--- config.mk ---
export PLATFORM = sky130hd
export DESIGN_NAME = ball_renderer
export DESIGN_NICKNAME = d
export VERILOG_FILES = /design/src/rtl/ball_renderer_pkg.sv /design/src/rtl/ball_renderer_bounce_axis.sv /design/src/rtl/ball_renderer.sv
export SDC_FILE = /design/constraint.sdc
export NUM_CORES = 1
export LEC_CHECK = 0
export CORE_AREA = 2 2 103 65
export CTS_CLUSTER_DIAMETER = 120
export DETAILED_ROUTE_END_ITERATION = 10
export DIE_AREA = 0 0 105 67
export PLACE_DENSITY = 0.94
export SKIP_LAST_GASP = 1
export SYNTH_ARGS = -nofsm -noshare
export SYNTH_HDL_FRONTEND = slang
export SYNTH_SLANG_ARGS = --single-unit
--- constraint.sdc ---
create_clock -name clk -period 5.7 [get_ports clk]
set_clock_uncertainty 0.15 [all_clocks]
set_input_delay 0.855 -clock clk [delete_from_list [all_inputs] [get_ports clk]]
set_output_delay 0.855 -clock clk [all_outputs]
set_load 0.03 [all_outputs]
--- src/rtl/ball_renderer_pkg.sv ---
// rtl/ball_renderer_pkg.sv - shared state encoding, colours and centre helper for ball_renderer
package ball_renderer_pkg;

  typedef enum logic [1:0] {
    IDLE  = 2'd0,
    SERVE = 2'd1,
    RUN   = 2'd2,
    PAUSE = 2'd3
  } state_t;

  localparam logic [11:0] DEF_BG_COLOR   = 12'h000;
  localparam logic [11:0] DEF_WALL_COLOR = 12'hFFF;
  localparam logic [11:0] DEF_BALL_COLOR = 12'hF80;

  // Top-left corner that places the ball in the middle of an axis.
  function automatic int centre(input int active, input int size);
    return (active - size) / 2;
  endfunction

endpackage

--- src/rtl/ball_renderer_bounce_axis.sv ---
// rtl/ball_renderer_bounce_axis.sv - one axis of ball motion with wall bounce
module bounce_axis #(
  parameter int ACTIVE    = 640,
  parameter int BORDER    = 8,
  parameter int BALL_SIZE = 16,
  parameter int SPEED     = 2,
  parameter int CENTRE    = 312
) (
  input  logic       clk,
  input  logic       rst,
  input  logic       tick,
  input  logic       load,
  input  logic       move,
  output logic [9:0] pos,
  output logic       dir,
  output logic       bounce
);

  localparam logic signed [10:0] LO         = 11'(BORDER);
  localparam logic signed [10:0] HI         = 11'(ACTIVE - BORDER - BALL_SIZE);
  localparam logic signed [10:0] STEP       = 11'(SPEED);
  localparam logic [9:0]         LO_POS     = 10'(BORDER);
  localparam logic [9:0]         HI_POS     = 10'(ACTIVE - BORDER - BALL_SIZE);
  localparam logic [9:0]         CENTRE_POS = 10'(CENTRE);

  logic signed [10:0] nxt;
  logic               under;
  logic               over;

  // dir=1 means moving towards lower coordinates; the extra bit keeps pos-SPEED from wrapping.
  assign nxt    = dir ? $signed({1'b0, pos}) - STEP : $signed({1'b0, pos}) + STEP;
  assign under  = nxt < LO;
  assign over   = nxt > HI;
  assign bounce = tick && move && !load && (under || over);

  always_ff @(posedge clk) begin
    if (rst) begin
      pos <= CENTRE_POS;
      dir <= 1'b0;
    end else if (tick && load) begin
      pos <= CENTRE_POS;
      dir <= 1'b0;
    end else if (tick && move) begin
      if (under) begin
        pos <= LO_POS;
        dir <= 1'b0;
      end else if (over) begin
        pos <= HI_POS;
        dir <= 1'b1;
      end else begin
        pos <= nxt[9:0];
      end
    end
  end

endmodule

--- src/rtl/ball_renderer.sv ---
// rtl/ball_renderer.sv - bouncing-ball pixel generator behind the VGA timing generator
module ball_renderer
  import ball_renderer_pkg::*;
#(
  parameter int          H_ACTIVE   = 640,
  parameter int          V_ACTIVE   = 480,
  parameter int          BALL_SIZE  = 16,
  parameter int          SPEED      = 2,
  parameter int          BORDER     = 8,
  parameter logic [11:0] BG_COLOR   = DEF_BG_COLOR,
  parameter logic [11:0] WALL_COLOR = DEF_WALL_COLOR,
  parameter logic [11:0] BALL_COLOR = DEF_BALL_COLOR
) (
  input  logic       clk,
  input  logic       rst,
  input  logic       strobe,
  input  logic [9:0] xpos,
  input  logic [9:0] ypos,
  input  logic       blank,
  input  logic       hsync_in,
  input  logic       vsync_in,
  input  logic       serve,
  input  logic       run,
  output logic [3:0] red,
  output logic [3:0] green,
  output logic [3:0] blue,
  output logic       hsync_out,
  output logic       vsync_out,
  output logic       hit,
  output logic [7:0] bounce_count
);

  localparam int          CENTRE_X  = centre(H_ACTIVE, BALL_SIZE);
  localparam int          CENTRE_Y  = centre(V_ACTIVE, BALL_SIZE);
  localparam logic [10:0] X_WALL_LO = 11'(BORDER);
  localparam logic [10:0] X_WALL_HI = 11'(H_ACTIVE - BORDER);
  localparam logic [10:0] Y_WALL_LO = 11'(BORDER);
  localparam logic [10:0] Y_WALL_HI = 11'(V_ACTIVE - BORDER);
  localparam logic [10:0] SIZE11    = 11'(BALL_SIZE);
  localparam logic [9:0]  LAST_LINE = 10'(V_ACTIVE - 1);

  state_t      state;
  logic        prev_blank;
  logic        tick;
  logic        load;
  logic        move;
  logic [9:0]  bx;
  logic [9:0]  by;
  logic        bounce_x;
  logic        bounce_y;
  logic        unused_dir_x;
  logic        unused_dir_y;
  logic [10:0] x11;
  logic [10:0] y11;
  logic        in_wall;
  logic        in_ball;
  logic [11:0] colour;

  // Falling edge of the visible flag on the last line: the frame's final pixel is done.
  assign tick = strobe && prev_blank && !blank && (ypos == LAST_LINE);
  assign load = (state == SERVE);
  assign move = (state == RUN);

  always_ff @(posedge clk) begin
    if (rst) begin
      state <= IDLE;
    end else if (serve) begin
      state <= SERVE;
    end else begin
      case (state)
        IDLE:    state <= IDLE;
        SERVE:   if (tick) state <= RUN;
        RUN:     if (!run) state <= PAUSE;
        PAUSE:   if (run) state <= RUN;
        default: state <= IDLE;
      endcase
    end
  end

  bounce_axis #(
    .ACTIVE(H_ACTIVE), .BORDER(BORDER), .BALL_SIZE(BALL_SIZE), .SPEED(SPEED), .CENTRE(CENTRE_X)
  ) u_axis_x (
    .clk(clk), .rst(rst), .tick(tick), .load(load), .move(move),
    .pos(bx), .dir(unused_dir_x), .bounce(bounce_x)
  );

  bounce_axis #(
    .ACTIVE(V_ACTIVE), .BORDER(BORDER), .BALL_SIZE(BALL_SIZE), .SPEED(SPEED), .CENTRE(CENTRE_Y)
  ) u_axis_y (
    .clk(clk), .rst(rst), .tick(tick), .load(load), .move(move),
    .pos(by), .dir(unused_dir_y), .bounce(bounce_y)
  );

  assign x11     = {1'b0, xpos};
  assign y11     = {1'b0, ypos};
  assign in_wall = (x11 < X_WALL_LO) || (x11 >= X_WALL_HI) ||
                   (y11 < Y_WALL_LO) || (y11 >= Y_WALL_HI);
  assign in_ball = (x11 >= {1'b0, bx}) && (x11 < {1'b0, bx} + SIZE11) &&
                   (y11 >= {1'b0, by}) && (y11 < {1'b0, by} + SIZE11);

  always_comb begin
    colour = BG_COLOR;
    if (!blank)       colour = 12'h000;
    else if (in_wall) colour = WALL_COLOR;
    else if (in_ball) colour = BALL_COLOR;
  end

  always_ff @(posedge clk) begin
    if (rst) begin
      red        <= 4'h0;
      green      <= 4'h0;
      blue       <= 4'h0;
      hsync_out  <= 1'b1;
      vsync_out  <= 1'b1;
      prev_blank <= 1'b0;
    end else if (strobe) begin
      {red, green, blue} <= colour;
      hsync_out          <= hsync_in;
      vsync_out          <= vsync_in;
      prev_blank         <= blank;
    end
  end

  // A corner bounce counts once: both axes fold into a single event.
  always_ff @(posedge clk) begin
    if (rst) begin
      hit          <= 1'b0;
      bounce_count <= 8'd0;
    end else begin
      hit <= bounce_x || bounce_y;
      if (bounce_x || bounce_y) bounce_count <= bounce_count + 8'd1;
    end
  end

endmodule

---- Yosys cells after proc, flatten, opt, wreduce, memory -nomap -nowiden ----
Cells that the tools add are included.
cells by class
  add/subtract/negate cells ............... 7
  order comparisons ....................... 12
  eq/ne operators ......................... 10
  multiplexer cells ....................... 18
  reduce and logical (&&, ||, !) cells .... 28
operators with widths
  cell                   count
  $mux 10                4
  $mux 12                3
  $add 10x2->11 const B  2
  $add 10x5->11 const B  2
  $lt 10x11->1           2
  $lt 11x5->1 const B    2
  $mux 11                2
  $sub 10x2->11 const B  2
  $ge 10x10->1           2
  $lt 10x4->1 const B    2
  $gt 11x10->1 const B   1
  $gt 11x11->1 const B   1
  $logic_and 1x1->1      11
  $eq 10x9->1 const B    1
  $ge 10x10->1 const B   1
  $ge 10x9->1 const B    1
  $add 8x1->8 const B    1
  $pmux 2 s4             1
  $logic_or 1x1->1       6
  $mux 2                 3
  $ne 3x3->1 const B     2
  $reduce_and 3->1       2
  $mux 1                 5
  $eq 2x2->1 const B     2
  other kinds (9)        14
storage, ports and cells
  register bits ........................... 48
  input bits .............................. 28
  output and inout port bits .............. 23
  logic and storage cells ................. 89

---- Depth between registers and ports, before layout ----
Gate-level depths: netlist of run 1.
  depth in word-level cells ............... 8
  gate-level depth with buffers ........... 11
  gate-level depth less buffers ........... 10

---- Hierarchy ----
Synthesis of run 1 repeated with hierarchy kept, for this count alone.
second synthesis, totals
  cell total of the unflattened synthesis .. 436
  area, all modules ....................... 3574.7 um2
modules (own cells, without submodules)
  module                   instances  cells an instance  area each (um2)  sequential area each (um2)
  ball_renderer            1          223                1759.2           320.3
  bounce_axis at u_axis_x  1          105                952.2            200.2
  bounce_axis at u_axis_y  1          108                863.3            200.2

---- Worst setup path before layout of run 1 ----
OpenSTA, ideal clock, no wires.
  path type ............................... flip-flop to flip-flop
  start point ............................. register u_axis_x.dir
  end point ............................... register bounce_count[6]
  setup time .............................. 0.123 ns
  data arrival time ....................... 2.877 ns
  required time ........................... 5.427 ns
  setup slack ............................. 2.550 ns
  stages on the path, launching flop included .. 10
  buffers on the path ..................... 0
  clock period less this slack ............ 3.150 ns
  path through ............................ dfxtp_1 > ha_1 > a211oi_2 > or2_1 > a221oi_2 > or4_4 > a211oi_4 > a211oi_4 > a2111oi_4 > mux2_1
on the way
  cells in the longest elaborated chain, start to end .. 5
  elaborated cells on any way between the ends .. 6
  those cells by class .................... order compare: 2; mux: 1; reduce/logical: 3
ends and longest elaborated chain
  what                                                line                                                              text
  from (decl)                                         ball_renderer_bounce_axis.sv:15                                   output logic dir,
  from (signal assigned)                              ball_renderer_bounce_axis.sv:39                                   dir <= 1'b0;
  from (signal assigned)                              ball_renderer_bounce_axis.sv:42                                   dir <= 1'b0;
  from (signal assigned)                              ball_renderer_bounce_axis.sv:46                                   dir <= 1'b0;
  $mux 11 (*)                                         ball_renderer_bounce_axis.sv:31                                   assign nxt = dir ? $signed({1'b0, pos}) - STEP : $signed({1'b0, pos}) + STEP;
  $lt 11x5->1 / $gt 11x11->1 (equally long branches)  ball_renderer_bounce_axis.sv:32, ball_renderer_bounce_axis.sv:33
  $logic_or 1x1->1 (*)                                ball_renderer_bounce_axis.sv:34                                   assign bounce = tick && move && !load && (under || over);
  $logic_and 1x1->1 (*)                               ball_renderer_bounce_axis.sv:34
  $logic_or 1x1->1 (*)                                ball_renderer.sv:131                                              if (bounce_x || bounce_y) bounce_count <= bounce_count + 8'd1;
  to (signal assigned)                                ball_renderer.sv:131
  to (decl)                                           ball_renderer.sv:30                                               output logic [7:0] bounce_count
Every way passes the cells marked *; elsewhere a longest branch is shown, timed or not.
A chain may end at the register's enable or synchronous reset.

---- Worst setup path after layout of run 1 ----
  start point ............................. register u_axis_y.dir
  end point ............................... register bounce_count[6]
on the way
  cells in the longest elaborated chain, start to end .. 5
  elaborated cells on any way between the ends .. 6
  those cells by class .................... order compare: 2; mux: 1; reduce/logical: 3
ends and longest elaborated chain
  what                                                line
  from (decl)                                         ball_renderer_bounce_axis.sv:15
  from (signal assigned)                              ball_renderer_bounce_axis.sv:39
  from (signal assigned)                              ball_renderer_bounce_axis.sv:42
  from (signal assigned)                              ball_renderer_bounce_axis.sv:46
  $mux 11 (*)                                         ball_renderer_bounce_axis.sv:31
  $lt 11x5->1 / $gt 11x10->1 (equally long branches)  ball_renderer_bounce_axis.sv:32, ball_renderer_bounce_axis.sv:33
  $logic_or 1x1->1 (*)                                ball_renderer_bounce_axis.sv:34
  $logic_and 1x1->1 (*)                               ball_renderer_bounce_axis.sv:34
  $logic_or 1x1->1 (*)                                ball_renderer.sv:131
Marked as above.

==> results of run 1 <==
sequential cells by signal (all words and copies together), names as in the netlist, 2 cells and up:
signal,count
state,2
bounce_count,8
u_axis_y.pos,9
u_axis_x.pos,9
critical path, cell delays in order, from the launching register on:
cell       delay, ps
dfxtp_1          620
ha_1             440
a21oi_1          500
o211ai_1         210
a221oi_2         470
and2b_1          230
a21boi_2          90
and3_4           270
a2111oi_4        360
mux2_1           350
power groups by stage:
stage               Clock (uW)  Combinational (uW)  Sequential, uW
floorplan                    0                41.6             266
global placement             0                79.8             262
detailed placement           0                82.8             262
CTS                        196                83.3             257
global route               212                90.4             257
finish                     195                83.4             257
kinds of logic (layout without fill, tap and decap cells):
| logic type | Yosys count | after routing | share of synthesized area |
|---|---|---|---|
| AO/OA/AOI/OAI | 135 | 135 | 0.2823 |
| XOR/XNOR | 19 | 19 | 0.04755 |
| adder cells (fa/ha/maj) | 52 | 52 | 0.1820 |
| buffers and inverters | 55 | 87 | 0.07116 |
| flip-flops | 36 | 36 | 0.1971 |
| multiplexers | 8 | 8 | 0.02429 |
| AND/OR/NAND/NOR | 140 | 140 | 0.1957 |
metal layers:
layer | wire (um) | GRT usage
met5 | 0 | 0
met4 | 108 | 0.08167
met3 | 742 | 0.05675
met1 | 4320 | 0.3759
met2 | 3927 | 0.4367
synthesized netlist by cell type, types with 5 or more instances:
cell type  number  share of area
ha_1           50           0.17
nor2b_1        11          0.019
xnor2_1        13          0.031
o211ai_1       12          0.025
a211o_1         5          0.012
a21oi_1        37          0.051
a211oi_1        5          0.010
nand2b_1        5         0.0086
o21ai_0        12          0.016
mux2_1          7          0.022
nand3_1        17          0.023
nor4_1          6          0.010
clkbuf_1       10          0.010
nand2_1        26          0.027
nor3_1         10          0.014
nor2_1         37          0.038
xor2_1          5          0.012
buf_4          11          0.023
nand4_1         8          0.014
dfxtp_1        36           0.20
inv_1          29          0.030
worst max path at each step:
| stage | cells past startpoint | from | slack, ps | to |
|---|---|---|---|---|
| after floorplan | 9 | u_axis_x.dir$_SDFFE_PP0P_ | 2550 | bounce_count[6]$_SDFFE_PP0P_ |
| after global placement | 6 | strobe | 1790 | u_axis_x.pos[3]$_SDFFE_PP1P_ |
| after detailed placement | 6 | strobe | 1780 | u_axis_x.pos[3]$_SDFFE_PP1P_ |
| after CTS | 9 | u_axis_y.dir$_SDFFE_PP0P_ | 2050 | bounce_count[6]$_SDFFE_PP0P_ |
| after global routing | 9 | u_axis_y.dir$_SDFFE_PP0P_ | 1810 | bounce_count[6]$_SDFFE_PP0P_ |
| final | 9 | u_axis_y.dir$_SDFFE_PP0P_ | 1920 | bounce_count[6]$_SDFFE_PP0P_ |
metrics by stage:
step,std cells,total power (uW),area (um2),setup WS [ps]
2_1_floorplan,445,307.1,3657,2550
3_3_place_gp,553,341.9,4109,1788
3_5_place_dp,553,345.2,4109,1782
4_1_cts,561,535.5,4203,2049
5_1_grt,561,559.2,4203,1806
6_report,561,535.4,4203,1917
final cells by class:
class                           instances  area (um2)
Multi-Input combinational cell        354        2676
Fill cell                             480        1798
Clock buffer                            7       86.33
Sequential cell                        36       720.7
Tap cell                               84       105.1
Timing Repair Buffer                   50       498.0
Inverter                               29       108.9
Clock inverter                          1       7.507
==> summary.txt, run 1 <==
Finish
  – Most frequent cells in the layout: 50 x ha_1, 49 x clkdlybuf4s50_1, 37 x nor2_1, 37 x a21oi_1, 36 x dfxtp_1
  – Layout area overhead: 14.92%
  – Commonest non-fill, non-tap cell in the layout: ha_1
  – Layout Utilization: 0.7004
  – Ant. Diodes: 0
  – Fin nets: ~560
  – Layout cells sized above 1: 0.06289

Clock tree
  – Clk sink count: 36
  – Num CTS Buffers: 5
  – Post-CTS Setup Repair Bufs: 0
  – Hold Buf Count CTS: 0
  – CTS tree: done
  – Max Root-Sink Buffers: 2
  – Latest clock arrival within the worst-skew pair: around 300 ps
  – # resized after CTS: 0
  – Clk slew on worst S/H paths: 70 ps
  – CTS root buffer: clkbuf_8
  – H-tree depth: 2

Worst setup path
  – RR Endpoint: bounce_count[6]$_SDFFE_PP0P_
  – Largest fanout on the critical path: 12
  – Reg-to-reg startpoint: u_axis_y.dir$_SDFFE_PP0P_
  – Endpoint class of the critical path: flip-flop
  – Worst reg-to-reg setup slack: 1920 ps
  – Worst Reg-to-Reg Cells: 9
  – CP Class: reg2reg
  – Startpoint types: flip-flop
  – Worst Path Arrival: ~3800 ps
  – Critical Path RT: ~5700 ps

Place
  – DPL Wire Length: between 7000 and 8000 um
  – Port Buf Inserts: 49
  – Placer Congestion: around 0.93

Timing
  – Worst-margin pin slew: around 1300 ps
  – Fin Setup TNS: 0 ps
  – Final hold slack: 334.1 ps
  – Final Max Slew Viols: 0
  – Final setup violation count: 0
  – Minimum clock period: approximately 3800 ps
  – Fmax: about 260 MHz
  – RSZ-0062 raised after global routing: no
  – Hold Vio Cnt, Final: 0
  – Slew headroom: 0.1257
  – Final period util: 0.6636

Yosys
  – Synth warn: 0
  – Synthesized Nets: ~530
  – Synthesized area: ~3700 um2
  – Post-synth ARST share: 0
  – Sequential share of the synthesized area: 0.1971
  – Seq cells post-synth: 36
  – Mean post-synth cell area: roughly 8.2 um2
  – Post-Syn Instances: roughly 450
  – Synth Flop Type: dfxtp_1
  – Post-synth EDFFs: 0
  – Distinct cells, synth: 70

Power and ir drop
  – Clock share of power: 0.365
  – Logic pwr share: 0.156
  – Pwr/cell area: 127.4 nW/um2
  – Seq pwr share: 0.479
  – Worst vdd ir: 0.08752 mV
  – Switching power: about 140 uW
  – Net Sw Frac: 0.2668
  – Internal power: between 300 and 400 uW
  – Lkg Pwr: 0.001662 uW

Floorplanning
  – DIE HEIGHT: 67 um
  – Die ar.: around 7000 um2
  – Core area: approximately 6000 um2
  – Core Rows: 22
  – Die width: 105 um
  – Io pins: a little over 50
  – Initial cell density of the core: 0.6095

Job
  – Max_cap viols: 0

Min path
  – HP Class: reg2reg
  – Hold endpoint: u_axis_y.pos[8]$_SDFFE_PP0P_
  – Min-delay src: u_axis_y.pos[8]$_SDFFE_PP0P_
  – Min-Delay Path Depth: 2

GRT
  – Number of antenna violations at the first check in global routing: 0
  – Largest net degree at the start of global routing: 28
  – First-pass GRT wire length: 15560 um
  – Total GRT Usage: 0.2745
  – Vias in the first global route: 3329
  – Total grt overflow: 0

Run status
  – Run status: completed

Detailed routing
  – Remaining antenna violation count: 0
  – Detailed-route via count: ~3600
  – DRC: 0
  – Drt first pass iters: 5
  – Drt via density: 6.333
  – Total wire length: 9098 um
  – Drt first-iter violations: approximately 330
  – WL per Instance: around 16 um
Note: power is estimated with default switching activity, not from simulation.
==> inputs of run 2 (changes only) <==
--- a/config.mk
+++ b/config.mk
@@ -5,11 +5,11 @@
 export SDC_FILE = /design/constraint.sdc
 export NUM_CORES = 1
 export LEC_CHECK = 0
-export CORE_AREA = 2 2 103 65
+export CORE_AREA = 2 2 108 68
 export CTS_CLUSTER_DIAMETER = 120
 export DETAILED_ROUTE_END_ITERATION = 10
-export DIE_AREA = 0 0 105 67
-export PLACE_DENSITY = 0.94
+export DIE_AREA = 0 0 110 70
+export PLACE_DENSITY = 0.87
 export SKIP_LAST_GASP = 1
 export SYNTH_ARGS = -nofsm -noshare
 export SYNTH_HDL_FRONTEND = slang
==> constraint.sdc (replaced) <==
create_clock -name clk -period 3.7 [get_ports clk]
set_clock_uncertainty 0.15 [all_clocks]
set_input_delay 0.555 -clock clk [delete_from_list [all_inputs] [get_ports clk]]
set_output_delay 0.555 -clock clk [all_outputs]
set_load 0.03 [all_outputs]
==> summary.txt, run 2 (synthesized netlist as in run 1, its figures left out) <==
Timing
  – Final Max Slew Viols: 0 (unchanged)
  – Slew headroom: 0.4969 (+0.3712)
  – RSZ-0062 raised after global routing: no
  – Hold Vio Cnt, Final: 0 (unchanged)
  – Fin Setup TNS: 0 ps (unchanged)
  – Final period util: 0.9590 (+0.2954)
  – Minimum clock period: 3548 ps (-234.4 ps)
  – Worst-margin pin slew: 753.2 ps (-555.7 ps)
  – Fmax: 281.8 MHz (+6.6%)
  – Final setup violation count: 0 (unchanged)

Detailed routing
  – Detailed-route via count: 3559 (+0.17%)
  – DRC: 0 (unchanged)
  – Drt first pass iters: 4 (-1)
  – Drt via density: 6.200 (-2.1%)
  – Total wire length: 9481 um (+4.2%)
  – Drt first-iter violations: 229 (-31%)
  – Remaining antenna violation count: 0 (unchanged)
  – WL per Instance: 16.52 um (+1.8%)

Clock tree
  – Max Root-Sink Buffers: 2 (unchanged)
  – Num CTS Buffers: 5 (unchanged)
  – Clk slew on worst S/H paths: 60 ps (about the same)
  – Latest clock arrival within the worst-skew pair: 290 ps (about the same)
  – H-tree depth: 2 (unchanged)
  – Post-CTS Setup Repair Bufs: 0 (unchanged)
  – Clk sink count: 36 (unchanged)
  – Hold Buf Count CTS: 0 (unchanged)
  – CTS root buffer: clkbuf_8
  – # resized after CTS: 0 (unchanged)
  – CTS tree: done

Finish
  – Layout area overhead: 16.28%
  – Finished Cell Area: 4253 um2 (+1.2%)
  – Most frequent cells in the layout: 50 x ha_1, 49 x clkdlybuf4s50_1, 37 x nor2_1, 36 x a21oi_1, 35 x dfxtp_1
  – Leading registers by flop count: u_axis_x.pos (9), u_axis_y.pos (9), bounce_count (8)
  – Post-Layout Cell Count: 574 (+2.3%)
  – Layout cells sized above 1: 0.07867 (+0.01578)
  – Commonest non-fill, non-tap cell in the layout: ha_1
  – Fin nets: 563 (+1.3%)
  – Ant. Diodes: 0 (unchanged)

Job
  – Max_cap viols: 0 (unchanged)

Place
  – Placed Cells: 567 (+2.5%)
  – Port Buf Inserts: 49 (unchanged)
  – Placed Area: 4170 um2 (+1.5%)
  – DPL Wire Length: 7492 um (+5.4%)
  – Placer Congestion: 0.9390 (+1.4%)

Worst setup path
  – Worst Reg-to-Reg Cells: 9 (unchanged)
  – Largest fanout on the critical path: 12 (unchanged)
  – Critical Path RT: 3730 ps (-2010 ps)
  – Startpoint types: flip-flop
  – Worst Path Arrival: 3580 ps (-240 ps)
  – Critical Path End: bounce_count[6]$_SDFFE_PP0P_
  – RR Endpoint: bounce_count[6]$_SDFFE_PP0P_
  – Worst path max stage delay: 520 ps (-100 ps)
  – Endpoint class of the critical path: flip-flop
  – Reg-to-reg startpoint: u_axis_y.pos[1]$_SDFFE_PP0P_
  – Worst Setup SP: u_axis_y.pos[1]$_SDFFE_PP0P_
  – Slowest-stage cell, CP: fa_1
  – Worst reg-to-reg setup slack: 150 ps (-1770 ps)
  – Critical-path cell list: fa_1 > a211oi_2 > o21ba_2 > o22ai_1 > nor4_1 > a21boi_2 > and3_4 > a2111oi_4 > mux2_1
  – CP Class: reg2reg

GRT
  – Largest net degree at the start of global routing: 23 (-18%)
  – Number of antenna violations at the first check in global routing: 0 (unchanged)
  – Total grt overflow: 0 (unchanged)
  – Vias in the first global route: 3431 (+3.1%)
  – First-pass GRT wire length: 15950 um (+2.5%)
  – Total GRT Usage: 0.2582 (-0.01635)

Floorplanning
  – Initial cell density of the core: 0.5318 (-0.07762)
  – Core Rows: 24 (+9.1%)
  – Die ar.: 7700 um2 (+9.5%)
  – Die width: 110 um (+4.8%)
  – Io pins: 51 (unchanged)
  – DIE HEIGHT: 70 um (+4.5%)
  – Core area: 6877 um2 (+15%)

Min path
  – HP Class: reg2reg
  – Min-delay src: u_axis_y.pos[8]$_SDFFE_PP0P_

Power and ir drop
  – Total chip power: 793.3 uW (+48%)
  – Worst vdd ir: 0.1444 mV (+65%)
  – Lkg Pwr: 0.001692 uW (+1.8%)
  – Pwr/cell area: 186.5 nW/um2 (+46%)

Run status
  – Run status: completed
==> run 2: cell types whose count changed in the layout (fill, tap and decap cells not counted), sizes merged <==
cell | previous run | this run
buf | 1 | 8
clkinvlp | 1 | 0
clkinv | 0 | 1
clkbuf | 7 | 6
==> run 2: how the worst min path moves through the flow <==
stage | end | slack [ps] | depth (start not counted)
6_report | u_axis_y.pos[8]$_SDFFE_PP0P_ | 340 | 2
4_1_cts | u_axis_y.pos[8]$_SDFFE_PP0P_ | 330 | 2
3_5_place_dp | u_axis_y.pos[8]$_SDFFE_PP0P_ | 320 | 2
3_3_place_gp | prev_blank$_SDFFE_PP0P_ | 310 | 2
5_1_grt | u_axis_y.pos[8]$_SDFFE_PP0P_ | 380 | 2
2_1_floorplan | prev_blank$_SDFFE_PP0P_ | 290 | 2
==> run 2: power by group <==
group	leakage [uW]	switching [uW]	internal, uW
combinational	0.00136	68.3	64.0
sequential	0.000292	3.97	391
clock	0.0000410	138	128
total	0.00169	210	583
==> run 2: metal layers <==
metal	wire length, um	vias to the layer above	track usage	share of wire
met3	701	14	0.05135	0.074
met4	111	0	0.05626	0.012
met5	0	-	0	0
met1	4528	1684	0.3698	0.48
li1	-	1725	-	-
met2	4140	136	0.3988	0.44
==> run 2: final cells by class <==
cell class	count	area (um2)
multi-input cells	354	2680
clock inverters	1	5.005
clock buffers	6	72.57
flip-flops and latches	36	721.9
inverters	29	108.9
repair buffers	57	550.5
well taps	91	113.9
fillers	594	2624
==> run 2: metrics by stage <==
stage	hold slack, ps	utilization	setup slack (ps)
floorplan	294.1	-	550.1
global placement	311.8	0.6064	255.4
detailed placement	317.8	0.6064	93.18
CTS	328.6	0.6177	68.30
global route	380.6	0.6185	26.01
finish	335.2	0.6185	151.6
==> run 2: worst max-delay path: cells and delay by family, from the launching register on <==
family                   cells  cell delay, ps
AND/OR/NAND/NOR              2             780
AO/OA/AOI/OAI                5            1260
flip-flops                   1             380
multiplexers                 1             340
adder cells (fa/ha/maj)      1             520
==> inputs of run 3 (changes only) <==
--- a/config.mk
+++ b/config.mk
@@ -11,6 +11,7 @@
 export DIE_AREA = 0 0 110 70
 export PLACE_DENSITY = 0.87
 export SKIP_LAST_GASP = 1
+export SLEW_MARGIN = 10
 export SYNTH_ARGS = -nofsm -noshare
 export SYNTH_HDL_FRONTEND = slang
 export SYNTH_SLANG_ARGS = --single-unit
==> results of run 3 <==
Same layout as run 2: the final DEF is identical, and so are final timing and power.
